===== src/rtl/reg_select_sequencer.sv =====
// Execute-phase control-step sequencer that drives the register select/encode strobes.
// Define SEQ_ILLEGAL_TRAP_EN to flag unknown opcodes on `illegal` instead of treating them as NOP.
//
// state  | meaning
// S_IDLE | waiting for start (step 0)
// S1..S4 | execute control steps of the latched opcode class
// S5, S6 | reserved encodings, recover to S_IDLE
module reg_select_sequencer #(
    parameter int OPW   = 5,
    parameter int STEPW = 3
) (
    input  logic             clock,
    input  logic             reset,
    input  logic             start,
    input  logic [OPW-1:0]   opcode,
    input  logic             stall,
    output logic             Gra,
    output logic             Grb,
    output logic             Grc,
    output logic             Rin,
    output logic             Rout,
    output logic             BAout,
    output logic             busy,
    output logic             done,
    output logic [STEPW-1:0] step,
    output logic             illegal
);

`ifdef SEQ_ILLEGAL_TRAP_EN
    localparam bit TRAP_EN = 1'b1;
`else
    localparam bit TRAP_EN = 1'b0;
`endif

    typedef enum logic [STEPW-1:0] {
        S_IDLE = 0, S1 = 1, S2 = 2, S3 = 3, S4 = 4, S5 = 5, S6 = 6
    } state_t;

    typedef enum logic [2:0] {
        C_R, C_I, C_U, C_LDI, C_LD, C_ST, C_NOP
    } class_t;

    function automatic class_t decode_class(input logic [OPW-1:0] op);
        case (op)
            OPW'(3), OPW'(4), OPW'(5), OPW'(6),
            OPW'(7), OPW'(8), OPW'(9), OPW'(10): decode_class = C_R;
            OPW'(11), OPW'(12), OPW'(13):        decode_class = C_I;
            OPW'(16), OPW'(17):                  decode_class = C_U;
            OPW'(1):                             decode_class = C_LDI;
            OPW'(0):                             decode_class = C_LD;
            OPW'(2):                             decode_class = C_ST;
            default:                             decode_class = C_NOP;
        endcase
    endfunction

    state_t         state_q, state_d;
    logic [OPW-1:0] op_q, op_d;
    logic           illegal_q, illegal_d;

    class_t cls;
    logic   last;
    logic   ga, gb, gc, ri, ro, ba;

    always_ff @(posedge clock) begin
        if (reset) begin
            state_q   <= S_IDLE;
            op_q      <= '0;
            illegal_q <= 1'b0;
        end else begin
            state_q   <= state_d;
            op_q      <= op_d;
            illegal_q <= illegal_d;
        end
    end

    always_comb begin
        state_d   = state_q;
        op_d      = op_q;
        illegal_d = illegal_q;
        cls       = decode_class(op_q);
        last      = 1'b0;
        {ga, gb, gc, ri, ro, ba} = 6'b0;

        case (state_q)
            S_IDLE: begin
                if (start) begin
                    state_d   = S1;
                    op_d      = opcode;
                    illegal_d = TRAP_EN && (decode_class(opcode) == C_NOP);
                end
            end
            S1: begin
                case (cls)
                    C_R, C_I, C_U:      {gb, ro} = 2'b11;
                    C_LDI, C_LD, C_ST:  {gb, ba} = 2'b11;
                    default:            last = 1'b1;
                endcase
            end
            S2: begin
                case (cls)
                    C_R:     {gc, ro} = 2'b11;
                    C_U: begin
                        {ga, ri} = 2'b11;
                        last     = 1'b1;
                    end
                    default: ;
                endcase
            end
            S3: begin
                case (cls)
                    C_R, C_I, C_LDI: begin
                        {ga, ri} = 2'b11;
                        last     = 1'b1;
                    end
                    C_ST:    {ga, ro} = 2'b11;
                    default: ;
                endcase
            end
            S4:      last = 1'b1;
            default: last = 1'b1;
        endcase

        // LD writes back in S4; ST's S4 is the memory write cycle with no strobes.
        if (state_q == S4 && cls == C_LD) begin
            {ga, ri} = 2'b11;
        end

        if (state_q != S_IDLE && !stall) begin
            state_d = last ? S_IDLE : state_t'(state_q + STEPW'(1));
        end

        // Strobes drop while stalled so a held write step cannot fire twice.
        Gra   = ga & ~stall;
        Grb   = gb & ~stall;
        Grc   = gc & ~stall;
        Rin   = ri & ~stall;
        Rout  = ro & ~stall;
        BAout = ba & ~stall;
        done  = last & ~illegal_q;
    end

    assign step    = state_q;
    assign busy    = (state_q != S_IDLE);
    assign illegal = illegal_q;

endmodule


===== config.mk =====
export PLATFORM = sky130hd
export DESIGN_NAME = reg_select_sequencer
export DESIGN_NICKNAME = d
export VERILOG_FILES = /design/src/rtl/reg_select_sequencer.sv
export SDC_FILE = /design/constraint.sdc
export NUM_CORES = 1
export LEC_CHECK = 0
export ABC_CLOCK_PERIOD_IN_PS = 3100
export CAP_MARGIN = 10
export CORE_MARGIN = 5
export CORE_UTILIZATION = 48
export DETAILED_ROUTE_END_ITERATION = 6
export GPL_ROUTABILITY_DRIVEN = 0
export GPL_TIMING_DRIVEN = 0
export PLACE_DENSITY = 0.89
export SLEW_MARGIN = 30
export SYNTH_ARGS = -nofsm -noshare
export SYNTH_HDL_FRONTEND = slang
export SYNTH_SLANG_ARGS = --single-unit

===== constraint.sdc =====
create_clock -name clock -period 3.1 [get_ports clock]
set_clock_uncertainty 0.2 [all_clocks]
set_input_delay 0.62 -clock clock [delete_from_list [all_inputs] [get_ports clock]]
set_output_delay 0.62 -clock clock [all_outputs]
set_load 0.03 [all_outputs]

==> results of run 1 <==
==> sequential cells by signal, indices dropped and copies added, names as in the netlist <==
signal,cells
step,3
cls,3
op_q,5
==> routing by layer <==
metal	vias up	routed length (um)	GRT usage, %
li1	407	-	-
met1	385	843	17.11
met2	33	966	28.60
met3	5	118	2.292
met4	0	35	7.860
met5	-	0	0
==> kinds of logic after synthesis <==
group	count (synthesis)	share of synthesized area, %
fa+ha+maj	7	10.45
mux	5	5.970
flops	11	26.27
other cells	1	0.4473
compound gates	24	21.19
simple gates	42	28.06
buf+inv	12	7.612
==> worst max-delay path: stages, from the launching register on <==
cell	delay, ns
dfxtp_1	0.43
inv_1	0.09
ha_1	0.28
or3_1	0.37
a21oi_1	0.16
or3_4	0.17
dlygate4sd2_1	0.40
==> synthesized netlist by cell type (all sizes together) <==
cell,number,share of area [%]
nor3,3,1.8
a21oi,8,4.8
clkbuf,2,0.90
nand4b,1,1.0
nor2,15,6.7
buf,3,3.6
nand3,2,1.2
o31ai,2,1.8
a21o,1,0.90
a221o,1,1.2
nand4,1,0.75
or3b,1,1.0
mux2i,5,6.0
o41ai,1,1.9
and3,1,0.75
nor2b,2,1.5
nand3b,1,2.4
o21ai,3,1.8
a41oi,2,2.1
or3,3,2.8
o32ai,1,1.0
a211oi,1,2.4
nor3b,3,2.7
conb,1,0.45
nand2,6,2.7
dfxtp,11,26
o22ai,2,1.5
inv,7,3.1
nand2b,2,1.5
a22oi,2,1.8
ha,7,10
and4b,1,1.2
==> cells in the final DEF (no fill, tap or decap), types with 2 or more instances in the layout <==
master	n
a21oi_1	8
a22oi_1	2
a41oi_1	2
buf_6	2
clkbuf_1	3
clkbuf_4	3
clkdlybuf4s50_1	13
dfxtp_1	11
dlygate4sd2_1	4
ha_1	7
inv_1	4
inv_2	3
mux2i_1	5
nand2_1	6
nand2b_1	2
nand3_1	2
nor2_1	15
nor2b_1	2
nor3_1	3
nor3b_1	3
o21ai_0	2
o22ai_1	2
o31ai_1	2
or3_1	2
==> power breakdown <==
group / internal [uW] / leakage [uW] / switching, uW
Clock: 50.0 / 0.0000150 / 52.0
Sequential: 158 / 0.0000907 / 22.2
Combinational: 82.9 / 0.000363 / 110
==> worst max-delay path by stage <==
stage,end,cells past startpoint
2_1_floorplan,Rout,5
5_1_grt,done,6
6_report,done,6
4_1_cts,Rout,6
3_3_place_gp,BAout,5
3_5_place_dp,BAout,5
==> timing repair <==
item / in CTS / in global routing
endpoints found under the setup margin: 4 / 1
buffers inserted: 0 / 0
gates resized for setup: 4 / 1
==> layout make-up <==
| class | instances | area [um^2] |
|---|---|---|
| buffer | 5 | 37.54 |
| multi-input combinational | 79 | 554.3 |
| sequential | 11 | 220.2 |
| clock buffer | 4 | 26.28 |
| tap | 17 | 21.27 |
| inverter | 7 | 26.28 |
| timing repair buffer | 18 | 177.7 |
| fill | 155 | 625.6 |
==> through the flow <==
stage	instance area, um^2	hold WS (ns)	worst slack, ns	total power (uW)	instances
2_1_floorplan	838.3	0.2599	0.4631	317.1	102
3_3_place_gp	1040	0.2776	0.03579	371.5	137
3_5_place_dp	1040	0.2893	0.004080	377.6	137
4_1_cts	1061	0.3061	0.04693	474.8	141
5_1_grt	1064	0.3590	0.01916	500.6	141
6_report	1064	0.2993	0.1084	475.4	141
==> impl_metrics.py, run 1 <==
metrics = {
    "synth": {
        "avgSynthCellArea_um2": 8.219,
        "ys_seq_area_share_pct": 26.27,
        "ys.warnings.count": 0,
        "syn_inst": 102,
        "synth-seq-cells": 11,
        "ys_types": 36,
        "synth_area_um2": 838.3,
        "syn_nets": 118,
    },
    "floorplan": {
        "die_area_um2": 2682,
        "rows": 15,
        "ios": 21,
        "core-area_um2": 1689,
        "die_x_um": 51.79,
        "die_h_um": 51.79,
        "start_util_pct": 49.63,
    },
    "timing": {
        "layout_min_cycle_time_ns": 2.992,
        "slew_violations": 0,
        "min_period_over_period_pct": 96.50,
        "hold_violations": 0,
        "rsz0062_at_grt": "no",
        "finalSetupViolations": 0,
        "tns_ns": 0,
        "fmax_mhz": 334.3,
    },
    "power_and_ir_drop": {
        "powerDensity_nw_per_um2": 447.1,
        "ir_drop_v": 0.0002143,
        "p_leak_uw": 0.0004685,
    },
    "setup_path": {
        "cp.arrival_ns": 2.17,
        "cp-startpoint": "step[0]",
        "cp-end-kind": "output pin",
        "rrSetupSlack_ns": 0.68,
        "reg2reg_depth": 10,
        "r2r-end": "cls[0]",
        "worst-path-max-fanout": 6,
        "criticalPathCategory": "reg2out",
        "critPathLaunchType": "flop",
        "r2r_start": "step[0]",
        "cp.required_ns": 2.28,
    },
    "worst_hold_path": {
        "hold_end": "op_q[0]",
        "hold_path_depth": 2,
        "hp-start": "op_q[0]",
        "hold_path_class": "reg2reg",
    },
    "global_routing": {
        "grt_usage_pct": 15.55,
        "grt_overflow": 0,
        "grt_first_pass_wirelength_mm": 3.105,
        "grt_pass1_vias": 747,
        "antenna_found_initial": 0,
        "grt_max_degree": 11,
    },
    "placed_design": {
        "numPortBuffers": 18,
        "dpl.hpwl_mm": 1.515,
    },
    "route": {
        "drt_iter0_drc": 19,
        "vias": 830,
        "drtPass1Iterations": 4,
        "wirelength_mm": 1.964,
        "avgViaCountPerCell": 5.887,
        "wl_per_cell_um": 13.93,
        "postRouteAntennaNets": 0,
        "drc": 0,
    },
    "clocking": {
        "cts_buffers": 3,
        "clk_pin_slew_ns": 0.07,
        "htreeDepth": 1,
        "cts_tree": "built",
        "numClockSinks": 11,
        "clockRootBuffer": "clkbuf_4",
        "cts_buffer_depth": 2,
        "ctsHoldBuffers": 0,
        "clk_latency_ns": 0.28,
    },
    "cells_and_area": {
        "layout-drive-gt1-share_pct": 11.29,
        "syn_to_final_growth_pct": 26.87,
        "fin_util_pct": 62.96,
        "final_nets": 141,
        "n_antenna_cell": 0,
    },
    "outcome": {
        "status": "complete, no violations",
    },
    "flow_run": {
        "drv_cap": 0,
    },
}
Note: power is estimated with default switching activity, not from simulation.
==> inputs of run 2 (changes only) <==
--- a/config.mk
+++ b/config.mk
@@ -12,7 +12,7 @@
 export DETAILED_ROUTE_END_ITERATION = 6
 export GPL_ROUTABILITY_DRIVEN = 0
 export GPL_TIMING_DRIVEN = 0
-export PLACE_DENSITY = 0.89
+export PLACE_DENSITY = 0.88
 export SLEW_MARGIN = 30
 export SYNTH_ARGS = -nofsm -noshare
 export SYNTH_HDL_FRONTEND = slang
==> impl_metrics.py, run 2 (synthesized netlist as in run 1, its figures left out) <==
metrics = {
    "outcome": {
        "status": "complete, no violations",
    },
    "timing": {
        "rsz0062_at_grt": "no",
        "slew_violations": 0,
        "finalSetupViolations": 0,
        "min_period_over_period_pct": 95.82,
        "tns_ns": 0,
        "hold_violations": 0,
        "fmax_mhz": 336.7,
        "layout_min_cycle_time_ns": 2.970,
    },
    "floorplan": {
        "die_h_um": 51.79,
        "start_util_pct": 49.63,
        "die_area_um2": 2682,
        "die_x_um": 51.79,
        "rows": 15,
        "ios": 21,
        "core-area_um2": 1689,
    },
    "setup_path": {
        "path_cells": "clkdlybuf4s50_1 -> nor2_1 -> and4b_1 -> clkdlybuf4s50_1",
        "crit_path_max_incr_delay_ns": 0.66,
        "cp-startpoint": "stall",
        "cp.arrival_ns": 2.15,
        "cp-end-kind": "output pin",
        "critPathLaunchType": "primary input",
        "r2r_start": "step[0]",
        "rrSetupSlack_ns": 0.65,
        "cp.required_ns": 2.28,
        "worst-path-max-fanout": 7,
        "criticalPathCategory": "in2out",
        "worst_path_max_delay_cell": "clkdlybuf4s50_1",
        "worst_path_most_repeated_cell": "clkdlybuf4s50_1",
    },
    "clocking": {
        "clockRootBuffer": "clkbuf_4",
        "numClockSinks": 11,
        "htreeDepth": 1,
        "cts_tree": "built",
        "cts_buffer_depth": 2,
        "cts_buffers": 3,
        "ctsHoldBuffers": 0,
        "clk_pin_slew_ns": 0.07,
        "clk_latency_ns": 0.26,
    },
    "route": {
        "postRouteAntennaNets": 0,
        "vias": 799,
        "drt_iter0_drc": 16,
        "drtPass1Iterations": 4,
        "drc": 0,
        "wl_per_cell_um": 12.96,
        "avgViaCountPerCell": 5.667,
        "wirelength_mm": 1.828,
    },
    "power_and_ir_drop": {
        "power.switching_uw": 176.4,
        "ir_drop_v": 0.0003123,
        "seq_power_share_pct": 38.4,
        "powerDensity_nw_per_um2": 437.0,
        "p_int_uw": 292.2,
        "pwr-share-comb_pct": 41.2,
        "p_leak_uw": 0.0004931,
        "netSwitchingFraction_pct": 37.65,
        "clockPowerShare_pct": 20.4,
    },
    "global_routing": {
        "grt_max_degree": 11,
        "grt_first_pass_wirelength_mm": 3.105,
        "grt_usage_pct": 15.08,
        "grt_pass1_vias": 771,
        "antenna_found_initial": 0,
        "grt_overflow": 0,
    },
    "worst_hold_path": {
        "hold_path_class": "reg2reg",
        "hp-start": "op_q[0]",
    },
    "cells_and_area": {
        "regMostFlops": "op_q",
        "fin_util_pct": 63.48,
        "postLayoutCellArea_um2": 1072,
        "final_common_cell": "nor2_1",
        "ff_latch_area_um2": 220.2,
        "syn_to_final_growth_pct": 27.91,
        "layout-drive-gt1-share_pct": 11.29,
        "multi_input_area_um2": 554.3,
        "n_antenna_cell": 0,
        "largest_register_ffs": 5,
        "fill_cells": 146,
        "final_nets": 141,
        "final_cell_mix": "nor2_1, clkdlybuf4s50_1, dfxtp_1",
    },
    "placed_design": {
        "numPortBuffers": 18,
        "dpl_cell_area_um2": 1040,
        "dpl.hpwl_mm": 1.492,
    },
    "flow_run": {
        "drv_cap": 0,
    },
}
[run 2: cell types whose count changed in the layout (fill, tap and decap cells not counted), sizes merged]
cell | previous run | this run
clkdlybuf4s15 | 0 | 1
dlygate4sd2 | 4 | 1
dlymetal6s2s | 1 | 3
[run 2: layout make-up]
| cell class | instances | area share [%] |
|---|---|---|
| plain buffers | 5 | 3.501 |
| clock buffers | 4 | 2.450 |
| repair buffers | 18 | 17.39 |
| well taps | 17 | 1.984 |
| inverters | 7 | 2.450 |
| flip-flops and latches | 11 | 20.54 |
| multi-input cells | 79 | 51.69 |
[run 2: worst paths after layout]
check	depth (start not counted)	to
worst max-delay path	4	Grc
worst min-delay path	2	op_q[0]
worst max register to register	10	cls[0]
worst min register to register	2	op_q[0]
[run 2: power by group through the flow]
stage          logic, uW  clock network, uW  registers [uW]
2_1_floorplan        133                  0             184
3_3_place_gp         190                  0             182
3_5_place_dp         196                  0             183
4_1_cts              193               99.2             179
5_1_grt              212                106             182
6_report             193               95.7             180
[run 2: metrics by stage]
| stage | hold slack [ns] | setup WS, ns | cells | total power [uW] |
|---|---|---|---|---|
| 2_1_floorplan | 0.2599 | 0.4631 | 102 | 317.1 |
| 3_3_place_gp | 0.2782 | 0.03557 | 137 | 371.6 |
| 3_5_place_dp | 0.2916 | 0.02006 | 137 | 378.1 |
| 4_1_cts | 0.3076 | 0.01545 | 141 | 471.9 |
| 5_1_grt | 0.3508 | 0.02981 | 141 | 500.6 |
| 6_report | 0.3029 | 0.1296 | 141 | 468.6 |
[run 2: critical path, delay by kind of cell]
family                 cells  cell delay (ns)
and+or+nand+nor            2             0.35
buffers and inverters      2             1.18
[run 2: what timing repair did]
action | in CTS | in global routing
resized for setup | 2 | 4
buffers inserted | 0 | 0
setup endpoints to repair | 2 | 4
[run 2: metal layers]
layer  GRT usage (%)  wire length, um  share of wire, %
met1           16.08              786                43
met5               0                0                 0
met4           5.240               15              0.82
met3           2.006              129               7.1
met2           29.66              896                49
==> inputs of run 3 (changes only) <==
--- a/config.mk
+++ b/config.mk
@@ -7,8 +7,11 @@
 export LEC_CHECK = 0
 export ABC_CLOCK_PERIOD_IN_PS = 3100
 export CAP_MARGIN = 10
+export CELL_PAD_IN_SITES_DETAIL_PLACEMENT = 1
+export CELL_PAD_IN_SITES_GLOBAL_PLACEMENT = 1
+export CORE_ASPECT_RATIO = 1.75
 export CORE_MARGIN = 5
-export CORE_UTILIZATION = 48
+export CORE_UTILIZATION = 35
 export DETAILED_ROUTE_END_ITERATION = 6
 export GPL_ROUTABILITY_DRIVEN = 0
 export GPL_TIMING_DRIVEN = 0
==> impl_metrics.py, run 3 (synthesized netlist as in run 1, its figures left out) <==
metrics = {
    "setup_path": {
        "cp-end-kind": "output pin",
        "critPathLaunchType": "primary input",
        "cp.arrival_ns": 2.18,
        "cp.required_ns": 2.28,
        "worst-path-max-fanout": 7,
        "path_cells": "clkdlybuf4s50_1 -> nor2_1 -> and4b_1 -> clkdlybuf4s50_1",
        "crit_path_max_incr_delay_ns": 0.66,
        "worst_path_max_delay_cell": "clkdlybuf4s50_1",
        "criticalPathCategory": "in2out",
        "worst_path_most_repeated_cell": "clkdlybuf4s50_1",
    },
    "cells_and_area": {
        "fill_cells": 293,
        "syn_to_final_growth_pct": 30.30,
        "postLayoutCellArea_um2": 1092,
        "final_cells": 149,
        "layout-drive-gt1-share_pct": 11.29,
        "n_antenna_cell": 0,
        "regMostFlops": "op_q",
        "final_nets": 141,
        "final_common_cell": "nor2_1",
        "final_cell_mix": "nor2_1, clkdlybuf4s50_1, dfxtp_1",
        "largest_register_ffs": 5,
    },
    "placed_design": {
        "dpl_cell_area_um2": 1050,
        "dpl.hpwl_mm": 1.912,
        "dp_cells": 145,
        "numPortBuffers": 18,
    },
    "floorplan": {
        "die_h_um": 74.74,
        "core-area_um2": 2302,
        "die_x_um": 47.00,
        "ios": 21,
        "start_util_pct": 36.41,
        "die_area_um2": 3512,
        "rows": 23,
    },
    "route": {
        "wirelength_mm": 2.339,
        "drt_iter0_drc": 9,
        "drtPass1Iterations": 4,
        "avgViaCountPerCell": 5.671,
        "postRouteAntennaNets": 0,
        "drc": 0,
        "wl_per_cell_um": 15.70,
        "vias": 845,
    },
    "clocking": {
        "post_cts_resized": 4,
        "cts_setup_buffers": 0,
        "cts_buffers": 3,
        "clk_pin_slew_ns": 0.05,
        "htreeDepth": 1,
        "ctsHoldBuffers": 0,
        "cts_buffer_depth": 2,
        "clk_latency_ns": 0.24,
        "clockRootBuffer": "clkbuf_8",
        "numClockSinks": 11,
        "cts_tree": "built",
    },
    "power_and_ir_drop": {
        "p_int_uw": 332.2,
        "ir_drop_v": 0.0003067,
        "netSwitchingFraction_pct": 36.81,
        "clockPowerShare_pct": 28.0,
        "p_leak_uw": 0.0004763,
        "powerDensity_nw_per_um2": 481.4,
        "seq_power_share_pct": 34.5,
        "power.switching_uw": 193.6,
        "pwr-share-comb_pct": 37.5,
    },
    "timing": {
        "slew_violations": 0,
        "layout_min_cycle_time_ns": 2.999,
        "min_period_over_period_pct": 96.73,
        "fmax_mhz": 333.5,
        "hold_violations": 0,
        "finalSetupViolations": 0,
        "rsz0062_at_grt": "no",
    },
    "global_routing": {
        "grt_first_pass_wirelength_mm": 3.732,
        "grt_max_degree": 11,
        "grt_usage_pct": 14.68,
        "grt_pass1_vias": 902,
        "antenna_found_initial": 0,
        "grt_overflow": 0,
    },
    "outcome": {
        "status": "complete, no violations",
    },
    "worst_hold_path": {
        "hold_path_class": "reg2reg",
    },
    "flow_run": {
        "drv_cap": 0,
    },
}
## run 3: cell count changes in the layout (fill, tap and decap cells not counted), sizes merged
cell / delta
dlygate4sd2: +3
dlymetal6s2s: -2
clkdlybuf4s15: -1
## run 3: final cells by class
class                           count  area, um^2  share of cell area (%)
Sequential cell                    11       220.2                   20.16
Timing Repair Buffer               18       177.7                   16.27
Buffer                              5       37.54                   3.436
Tap cell                           25       31.28                   2.864
Inverter                            7       26.28                   2.405
Clock buffer                        4       45.04                   4.124
Multi-Input combinational cell     79       554.3                   50.74
## run 3: power groups by stage
| stage | sequential, uW | clock [uW] | combinational [uW] |
|---|---|---|---|
| after floorplan | 184 | 0 | 133 |
| after global placement | 182 | 0 | 193 |
| after detailed placement | 184 | 0 | 201 |
| after CTS | 181 | 150 | 198 |
| after global routing | 184 | 159 | 215 |
| final | 181 | 147 | 197 |
## run 3: worst max-delay path: cells and delay by family
| family | cells | cell delay [ns] |
|---|---|---|
| buffers and inverters | 2 | 1.18 |
| AND/OR/NAND/NOR | 2 | 0.37 |
## run 3: path summary, 6_finish.rpt
kind / start / end / slack [ns] / depth (start not counted)
min reg2reg: op_q[0] / op_q[0] / 0.31 / 2
max reg2reg: step[0] / cls[0] / 0.61 / 10
max: stall / Grc / 0.10 / 4
min: op_q[0] / op_q[0] / 0.31 / 2
## run 3: metrics by stage
stage / total power [uW] / setup TNS [ns] / setup slack, ns / hold WS (ns) / util [%]
after floorplan: 317.1 / 0 / 0.4631 / 0.2599 / -
after global routing: 558.9 / 0 / 0.002938 / 0.3213 / 47.45
final: 525.8 / 0 / 0.1012 / 0.3069 / 47.45
after CTS: 528.8 / 0 / 0.04258 / 0.3084 / 47.34
after detailed placement: 384.8 / -0.04436 / -0.04436 / 0.2961 / 45.60
after global placement: 375.1 / 0 / 0.02750 / 0.2757 / 45.60
## run 3: layer usage
metal	part of all wire (%)	GRT usage [%]	wire [um]
met2	57	27.84	1341
met3	5.5	3.110	129
met5	0	0	0
met1	34	13.50	793
met4	3.2	8.000	76
==> variant, RTL diff (config.mk and constraints of run 3) <==
Take the reset off `op_q` and load it in a clocked block of its own.
--- a/src/rtl/reg_select_sequencer.sv
+++ b/src/rtl/reg_select_sequencer.sv
@@ -64,13 +64,15 @@
     always_ff @(posedge clock) begin
         if (reset) begin
             state_q   <= S_IDLE;
-            op_q      <= '0;
             illegal_q <= 1'b0;
         end else begin
             state_q   <= state_d;
-            op_q      <= op_d;
             illegal_q <= illegal_d;
         end
+    end
+
+    always_ff @(posedge clock) begin
+        op_q <= op_d;
     end
 
     always_comb begin
Formal check against the unedited RTL: same outputs for any inputs over 10 cycles, from zero or initial values and one cycle with reset high; that may be too few to reach the edited logic, so the function may still have changed.
==> variant against run 3 <==
Non-clock buffer count shrank 1. Worst hold slack improved by 76 ps. Final cell count decreased by 2.7%. Critical path depth is the same. Setup slack improved by 13 ps. Sequential cell count stayed put. Final area is 2.3% higher. Wire length down 1.6%. Combinational power is 40% higher. Global-route usage down 0.067 points. Power rose by 19%. Utilization increased by 1.1 points. Area after synthesis is 1.5% higher.
==> variant: results (changes against run 3) <==
Placed design
The estimated wirelength of the detail-placed design is 1840 um (was 1910 um). The number of input and output port buffers inserted is 19 (was 18). The worst-case setup slack after placement is -91.2 ps (was -44.4 ps).

Logic synthesis
The number of flops mapped to enable cells by yosys is 5 (was 0). Leading cell types by count after synthesis: 11 x sky130_fd_sc_hd__nor2_1, 8 x sky130_fd_sc_hd__a21oi_1, 8 x sky130_fd_sc_hd__nand2_1 (was 15 x sky130_fd_sc_hd__nor2_1, 11 x sky130_fd_sc_hd__dfxtp_1, 8 x sky130_fd_sc_hd__a21oi_1). The share of flip-flops with an asynchronous set or reset is 0 (unchanged). Top cells by area in the synthesized netlist: sky130_fd_sc_hd__edfxtp_1 18%, sky130_fd_sc_hd__dfxtp_1 14%, sky130_fd_sc_hd__ha_1 10% (was sky130_fd_sc_hd__dfxtp_1 26%, sky130_fd_sc_hd__ha_1 10%, sky130_fd_sc_hd__nor2_1 6.7%). The synthesized area per cell is 8.77 um^2 (was 8.22 um^2). The net count after synthesis is 113 (was 118). The number of distinct library cells after synthesis is 40 (was 36). The part of the Yosys area used for sequential elements is 0.318 (was 0.263).

Routing
The sum of routed wire segments on met1 is 771 um (was 793 um). The average vias per placed instance is 5.61 (was 5.67). The initial detailed-routing violation count came to 7 (was 9).

The total length of routed wires was 2300 um (was 2340 um). The met3 routed wirelength is 93 um (was 129 um). The average wire per cell in the routed design is 15.9 um (was 15.7 um). The met2 layer wire length in the routed design is 1380 um (was 1340 um). The iteration count of the initial detailed-routing pass is 4 (unchanged).

Global route
The number of global-route vias before repair came to 863 (was 902). The global-route wire length before repair was 3680 um (was 3730 um). The met3 track demand over resource came to 0.00957 (was 0.0311).

The met2 layer usage reported by global route was 0.288 (was 0.278). The global-route track usage on met1 is 0.124 (was 0.135). The total global-route track usage is 0.146 (was 0.147).

Worst setup path
The longest individual stage delay on the worst path is 670 ps. The largest fanout of any net on the critical path is 6 (was 7).

Layout
The layout net count is 137 (was 141). The share of post-route cells with drive strength above 1 was 0.117 (was 0.113). The count of antenna diodes in the layout is 0 (unchanged).

Power and ir drop
The highest ir drop seen on vdd is 0.326 mV (was 0.307 mV). The part of the power in combinational logic is 0.439 (was 0.375). The leakage power of the design is 0.504 nW (was 0.476 nW). The total net switching power came to 0.248 mW (was 0.194 mW).

Clocking
The insertion delay of the later-clocked pin in the worst-skew pair was 240 ps (about the same). The count of cells resized by post-cts repair is 4 (unchanged). The clock input transition at the sequential cells of the worst setup and hold paths came to 50 ps (about the same). The buffer levels on the longest clock path is 2 (unchanged). The number of setup buffers added after CTS came to 0 (unchanged).

Status
Outcome: complete, no violations (unchanged).
-- variant: area by class of cell --
| class | instances | area (um^2) |
|---|---|---|
| buffer | 3 | 22.5 |
| clock buffer | 4 | 45.0 |
| fill | 289 | 1180 |
| inverter | 7 | 26.3 |
| multi-input combinational | 76 | 532 |
| sequential | 11 | 270 |
| tap | 25 | 31.3 |
| timing repair buffer | 19 | 190 |
-- variant: cells by family (layout without fill, tap and decap cells) --
family / count (synthesis) / in the layout / synth area share
AO/OA/AOI/OAI: 24 / 24 / 0.188
adder cells (fa/ha/maj): 7 / 7 / 0.103
buffers and inverters: 10 / 33 / 0.0574
flip-flops: 11 / 11 / 0.318
multiplexers: 6 / 6 / 0.0809
other: 1 / 1 / 0.00441
AND/OR/NAND/NOR: 38 / 38 / 0.249
-- variant: per-stage QoR --
stage,hold slack [ps],TNS [ps],util,power (mW),area (um^2)
after global routing,444,0,0.485,0.670,1120
after global placement,351,-34.0,0.466,0.473,1070
final,383,0,0.485,0.627,1120
after CTS,393,0,0.483,0.638,1110
after floorplan,370,0,-,0.390,851
after detailed placement,387,-91.2,0.466,0.490,1070
-- variant: worst max-delay path, delay by kind of cell --
kind	cells	cell delay, ps
buffers and inverters	2	1190
AND/OR/NAND/NOR	2	360
-- variant: final timing paths --
| kind | startpoint | to | slack [ps] | cells past startpoint |
|---|---|---|---|---|
| max | stall | Grc | 110 | 4 |
| min | step[1] | step[1] | 380 | 2 |
| max reg2reg | step[0] | cls[0] | 820 | 9 |
| min reg2reg | step[1] | step[1] | 380 | 2 |
-- variant: power by group through the flow --
stage,clock network (mW),registers (mW),logic [mW]
floorplan,0,0.208,0.182
global placement,0,0.204,0.269
detailed placement,0,0.206,0.283
CTS,0.155,0.204,0.279
global route,0.161,0.209,0.301
finish,0.148,0.204,0.275
